$ cat config.mk
export PLATFORM = sky130hd
export DESIGN_NAME = mem_stage
export DESIGN_NICKNAME = d
export VERILOG_FILES = /design/src/rtl/mips_pkg.sv /design/src/rtl/mem_align.sv /design/src/rtl/mem_stage.sv
export SDC_FILE = /design/constraint.sdc
export NUM_CORES = 1
export LEC_CHECK = 0
export BUFFER_PORTS_ARGS = -buffer_cell sky130_fd_sc_hd__clkbuf_2
export CORE_AREA = 3 3 106 108
export CTS_BUF_LIST = sky130_fd_sc_hd__clkbuf_4
export CTS_CLUSTER_SIZE = 30
export DETAILED_ROUTE_END_ITERATION = 10
export DIE_AREA = 0 0 109 111
export HOLD_SLACK_MARGIN = 0.08
export PLACE_DENSITY = 0.86
export SYNTH_ARGS = -nofsm -noshare
export SYNTH_HDL_FRONTEND = slang
export SYNTH_SLANG_ARGS = --single-unit
$ cat constraint.sdc
create_clock -name clk -period 9.1 [get_ports clk]
set_input_delay 1.365 -clock clk [delete_from_list [all_inputs] [get_ports clk]]
set_output_delay 1.365 -clock clk [all_outputs]
set_load 0.005 [all_outputs]
$ cat src/rtl/mips_pkg.sv
// Shared types and constants for the memory stage: op encoding, FSM states, byte-enable masks.
package mips_pkg;

  typedef enum logic [3:0] {
    MEM_NONE = 4'd0,
    MEM_LB   = 4'd1,
    MEM_LBU  = 4'd2,
    MEM_LH   = 4'd3,
    MEM_LHU  = 4'd4,
    MEM_LW   = 4'd5,
    MEM_SB   = 4'd6,
    MEM_SH   = 4'd7,
    MEM_SW   = 4'd8
  } mem_op_e;

  typedef enum logic {
    ST_IDLE = 1'b0,
    ST_BUSY = 1'b1
  } mem_state_e;

  localparam logic [3:0] BE_NONE    = 4'b0000;
  localparam logic [3:0] BE_BYTE0   = 4'b0001;
  localparam logic [3:0] BE_HALF_LO = 4'b0011;
  localparam logic [3:0] BE_HALF_HI = 4'b1100;
  localparam logic [3:0] BE_WORD    = 4'b1111;

  function automatic logic is_load(input mem_op_e op);
    return (op == MEM_LB) || (op == MEM_LBU) || (op == MEM_LH) ||
           (op == MEM_LHU) || (op == MEM_LW);
  endfunction

  function automatic logic is_store(input mem_op_e op);
    return (op == MEM_SB) || (op == MEM_SH) || (op == MEM_SW);
  endfunction

endpackage

$ cat src/rtl/mem_align.sv
// Combinational data-path alignment: load extraction/extension, store lane replication,
// byte enables and the alignment check.
module mem_align
  import mips_pkg::*;
(
  input  mem_op_e     op_i,
  input  logic [1:0]  addr_i,
  input  logic [31:0] sdata_i,
  input  logic [31:0] rdata_i,
  output logic        aligned_o,
  output logic [3:0]  be_o,
  output logic [31:0] wdata_o,
  output logic [31:0] ldata_o
);

  logic [7:0]  lbyte;
  logic [15:0] lhalf;

  always_comb begin
    case (addr_i)
      2'd0:    lbyte = rdata_i[7:0];
      2'd1:    lbyte = rdata_i[15:8];
      2'd2:    lbyte = rdata_i[23:16];
      default: lbyte = rdata_i[31:24];
    endcase
    lhalf = addr_i[1] ? rdata_i[31:16] : rdata_i[15:0];
  end

  // Byte enables follow the access size for loads too, so the bus sees the touched lanes.
  always_comb begin
    aligned_o = 1'b1;
    be_o      = BE_NONE;
    wdata_o   = sdata_i;
    ldata_o   = rdata_i;
    case (op_i)
      MEM_LB, MEM_LBU, MEM_SB: begin
        be_o    = BE_BYTE0 << addr_i;
        wdata_o = {4{sdata_i[7:0]}};
        ldata_o = {{24{(op_i == MEM_LB) & lbyte[7]}}, lbyte};
      end
      MEM_LH, MEM_LHU, MEM_SH: begin
        aligned_o = ~addr_i[0];
        be_o      = addr_i[1] ? BE_HALF_HI : BE_HALF_LO;
        wdata_o   = {2{sdata_i[15:0]}};
        ldata_o   = {{16{(op_i == MEM_LH) & lhalf[15]}}, lhalf};
      end
      MEM_LW, MEM_SW: begin
        aligned_o = (addr_i == 2'b00);
        be_o      = BE_WORD;
      end
      default: ;
    endcase
  end

endmodule

$ cat src/rtl/mem_stage.sv
// Pipeline memory stage: passes ALU results through, or runs one data-bus
// transaction per load/store with a stall until dmem_ack.
module mem_stage
  import mips_pkg::*;
(
  input  logic        clk,
  input  logic        rst_,
  input  logic [4:0]  mem_i_waddr,
  input  logic        mem_i_wreg,
  input  logic [31:0] mem_i_wdata,
  input  logic [3:0]  mem_i_op,
  input  logic [31:0] mem_i_addr,
  input  logic [31:0] mem_i_sdata,
  output logic        dmem_req,
  output logic        dmem_we,
  output logic [31:0] dmem_addr,
  output logic [3:0]  dmem_be,
  output logic [31:0] dmem_wdata,
  input  logic [31:0] dmem_rdata,
  input  logic        dmem_ack,
  output logic        stall_req,
  output logic [4:0]  wb_o_waddr,
  output logic        wb_o_wreg,
  output logic [31:0] wb_o_wdata,
  output logic        misalign_exc
);

  mem_state_e  state_q, state_d;
  logic        req_q, req_d;
  logic        we_q, we_d;
  logic [31:0] addr_q, addr_d;
  logic [3:0]  be_q, be_d;
  logic [31:0] dwdata_q, dwdata_d;
  logic [4:0]  waddr_q, waddr_d;
  logic        wreg_q, wreg_d;
  logic [31:0] wdata_q, wdata_d;
  logic        mis_q, mis_d;

  mem_op_e     op;
  logic        op_load, op_store;
  logic        aligned;
  logic [3:0]  al_be;
  logic [31:0] al_wdata, al_ldata;

  assign op       = mem_op_e'(mem_i_op);
  assign op_load  = is_load(op);
  assign op_store = is_store(op);

  mem_align u_align (
    .op_i      (op),
    .addr_i    (mem_i_addr[1:0]),
    .sdata_i   (mem_i_sdata),
    .rdata_i   (dmem_rdata),
    .aligned_o (aligned),
    .be_o      (al_be),
    .wdata_o   (al_wdata),
    .ldata_o   (al_ldata)
  );

  always_comb begin
    state_d   = state_q;
    req_d     = req_q;
    we_d      = we_q;
    addr_d    = addr_q;
    be_d      = be_q;
    dwdata_d  = dwdata_q;
    waddr_d   = waddr_q;
    wreg_d    = wreg_q;
    wdata_d   = wdata_q;
    mis_d     = 1'b0;
    stall_req = 1'b0;
    case (state_q)
      ST_IDLE: begin
        if (op_load || op_store) begin
          wreg_d = 1'b0;
          if (aligned) begin
            stall_req = 1'b1;
            state_d   = ST_BUSY;
            req_d     = 1'b1;
            we_d      = op_store;
            addr_d    = {mem_i_addr[31:2], 2'b00};
            be_d      = al_be;
            dwdata_d  = al_wdata;
          end else begin
            mis_d = 1'b1;
          end
        end else begin
          // Unrecognised op codes fall through as NONE.
          waddr_d = mem_i_waddr;
          wreg_d  = mem_i_wreg;
          wdata_d = mem_i_wdata;
        end
      end
      ST_BUSY: begin
        stall_req = ~dmem_ack;
        wreg_d    = 1'b0;
        if (dmem_ack) begin
          state_d = ST_IDLE;
          req_d   = 1'b0;
          if (op_load) begin
            waddr_d = mem_i_waddr;
            wreg_d  = mem_i_wreg;
            wdata_d = al_ldata;
          end
        end
      end
      default: state_d = ST_IDLE;
    endcase
  end

  always_ff @(posedge clk or posedge rst_) begin
    if (rst_) begin
      state_q  <= ST_IDLE;
      req_q    <= 1'b0;
      we_q     <= 1'b0;
      addr_q   <= '0;
      be_q     <= '0;
      dwdata_q <= '0;
      waddr_q  <= '0;
      wreg_q   <= 1'b0;
      wdata_q  <= '0;
      mis_q    <= 1'b0;
    end else begin
      state_q  <= state_d;
      req_q    <= req_d;
      we_q     <= we_d;
      addr_q   <= addr_d;
      be_q     <= be_d;
      dwdata_q <= dwdata_d;
      waddr_q  <= waddr_d;
      wreg_q   <= wreg_d;
      wdata_q  <= wdata_d;
      mis_q    <= mis_d;
    end
  end

  assign dmem_req     = req_q;
  assign dmem_we      = we_q;
  assign dmem_addr    = addr_q;
  assign dmem_be      = be_q;
  assign dmem_wdata   = dwdata_q;
  assign wb_o_waddr   = waddr_q;
  assign wb_o_wreg    = wreg_q;
  assign wb_o_wdata   = wdata_q;
  assign misalign_exc = mis_q;

endmodule
==> reports/metrics.yaml <==
num_rows: 37
grt_usage: 0.2521
power.leakage_nw: 3.295
grt_pass1_vias: 4803
portBuffers: 248
io_pins: 251
place_hpwl_mm: 11.96
synth_common_cells: "dfrtp_1 (108), nand2_1 (70), nor2_1 (50)"
fin_crit_ps: 4266
cap_viol_max_count: 0
clockRootBuffer: "clkbuf_4"
top_layer: "met4"
post_cts_resized: 0
fin_tns_setup_ps: 0
cellPowerDensity_nw_per_um2: 226.7
synth-xor-area-share: 0.001650
rsz0062_at_grt: "false"
fin_skew_ps: 28.53
status: "finished, final reports clean"
setup_ws_ps: 4834
antennaDiodeCount: 0
critPathLaunch: "mem_i_op[1]"
synthAdderAreaFrac: 0
path_class: "input pin to output pin"
synth_seq_cells: 108
ant_nets: 0
final.period_utilization: 0.4688
post-cts-setup-buffer-count: 0
drt_pre_antenna_iters: 7
synth_top_family_by_area: "compound AO/OA/AOI/OAI gates"
r2r_slack_ps: 6720
ys_seq_area_frac: 0.5092
max_freq_mhz: 234.4
die_h_um: 111
coreArea_um2: 10320
yosys.area.top_type: "dfrtp_1"
pre_cts_ws_ps: 4857
reg2reg_depth: 6
route.met3.wl_mm: 1.096
synth-edff-count: 0
numCtsBuffers: 9
fillers: 862
clk_path_buf_depth: 2
whs_ps: 507.0
yosysMostFrequentCell: "dfrtp_1"
critical_path.max_fanout: 26
syn_avg_cell_area_um2: 10.45
wl_mm: 15.73
dr_total_vias: 4925
relSlewSlack: 0.3168
setup_violations: 0
drcViolationCount: 0
clkLatencyLatePin_ps: 450
dr_wl_met2_mm: 7.872
start_kind: "input pin"
synth_area_um2: 5308
routabilityCongestion: 0.9016
drive_above_1_share: 0.3899
drv_slew: 0
tightest_slew_ps: 1025
ir_drop_mv: 0.1229
fin_nets: 872
drt_iter0_drc: 435
cp_data_required_time_ps: 7740
synth_compound_area_frac: 0.1851
holdBufCountCts: 0
grt_max_degree: 95
async_flop_share: 1.000
yosys.cell_types.count: 57
via_per_inst: 5.648
path_clk_slew_ps: 190
gr-total-overflow: 0
cts_tree: "built"
synth_ff_type: "dfrtp_1"
htreeDepth: 3
crit_arrival_ps: 2900
ys_warn_count: 0
chipWidth_um: 109
r2r-start: "state_q"
synth_top_area_share: 0.5092
fp.dieArea_um2: 12100
antenna_found_initial: 0
synth-simple-area-share: 0.1275
cts_sinks: 108
wl_met1_mm: 6.195
synthCells: 508
cp-end-kind: "output pin"
wire_per_inst_um: 18.04
synthMuxAreaShare: 0.1294
synth_area_leaders: "dfrtp_1 (51%), mux2_1 (8.7%), nand2_1 (5.0%)"
crit_path_end: "stall_req"
hold_violations: 0
grt_pass1_wl_mm: 24.09
hold_class: "register to register"
finalPower_mw: 1.518
syn_to_final_growth_pct: 26.17
reg2reg_to: "wb_o_waddr[4]"
start_util: 0.5141
metrics by stage:
stage               cells    util  area, um^2
floorplan             509       -        5311
global placement      856  0.6345        6550
detailed placement    856  0.6345        6550
CTS                   872  0.6486        6696
global route          872  0.6486        6696
finish                872  0.6486        6696
kinds of logic after synthesis:
group,count (synthesis)
AOI/OAI and AO/OA,140
xor gates and xnor gates,1
buffers and inverters,47
DFF,108
muxes,61
other,1
and+or+nand+nor,150
placed cells by master (no fill, tap or decap), types with 2 or more instances in the layout:
| cell | instances |
|---|---|
| clkbuf_2 | 248 |
| dfrtp_1 | 108 |
| nand2_1 | 70 |
| nor2_1 | 50 |
| mux2_1 | 41 |
| a21oi_1 | 28 |
| o31ai_1 | 17 |
| o2bb2ai_1 | 16 |
| mux2i_1 | 15 |
| o21ai_0 | 15 |
| a221oi_1 | 15 |
| o21ai_1 | 12 |
| a31oi_1 | 9 |
| clkbuf_4 | 9 |
| a222oi_1 | 8 |
| buf_4 | 5 |
| inv_1 | 4 |
| nand2b_1 | 4 |
| nor2b_1 | 4 |
| a211oi_1 | 3 |
| and3_1 | 3 |
| o21a_1 | 3 |
| nand3_1 | 2 |
| o21bai_2 | 2 |
| mux2_4 | 2 |
| mux2_2 | 2 |
| nor4bb_1 | 2 |
| o22ai_1 | 2 |
| o211ai_1 | 2 |
| conb_1 | 2 |
| clkinv_8 | 2 |
| inv_8 | 2 |
| clkinvlp_4 | 2 |
metal layers:
metal  global-route usage  vias to the layer above
li1                     -                     2284
met1               0.3176                     2345
met2               0.4214                      256
met3              0.03553                       40
met4               0.1204                        0
met5                    0                        -
worst min-delay path by stage:
| stage | startpoint | end | slack, ps | cells after the start |
|---|---|---|---|---|
| floorplan | wb_o_wdata[0] | wb_o_wdata[0] | 470 | 2 |
| global placement | wb_o_wdata[1] | wb_o_wdata[1] | 460 | 2 |
| detailed placement | wb_o_wdata[1] | wb_o_wdata[1] | 470 | 2 |
| CTS | wb_o_wdata[9] | wb_o_wdata[9] | 510 | 2 |
| global route | wb_o_wdata[1] | wb_o_wdata[1] | 520 | 2 |
| finish | wb_o_wdata[1] | wb_o_wdata[1] | 510 | 2 |
where the power goes:
group          leakage [nW]  switching, mW  internal (mW)
Clock                0.0717          0.179         0.0650
Sequential             1.27         0.0895          0.641
Combinational          1.96          0.286          0.257
state kept, by name, summed over array words and instances (netlist names):
name	cells
dmem_addr	30
dmem_be	4
dmem_req	1
dmem_wdata	32
dmem_we	1
misalign_exc	1
state_q	1
wb_o_waddr	5
wb_o_wdata	32
wb_o_wreg	1
area by class of cell:
class | count | area (um^2) | area share
Clock inverter | 7 | 78.83 | 0.01177
Inverter | 5 | 21.27 | 0.003176
Sequential cell | 108 | 2703 | 0.4036
Timing Repair Buffer | 253 | 1279 | 0.1910
Clock buffer | 9 | 67.56 | 0.01009
Multi-Input combinational cell | 354 | 2377 | 0.3550
Tap cell | 136 | 170.2 | 0.02541
worst max-delay path, cell delays in order:
cell and delay [ps]:
clkbuf_2 290, or4b_1 620, o21ai_2 180, nor2_1 100, nand2_1 100, o21ai_0 100
clkbuf_2 130
Note: power is estimated with default switching activity, not from simulation.
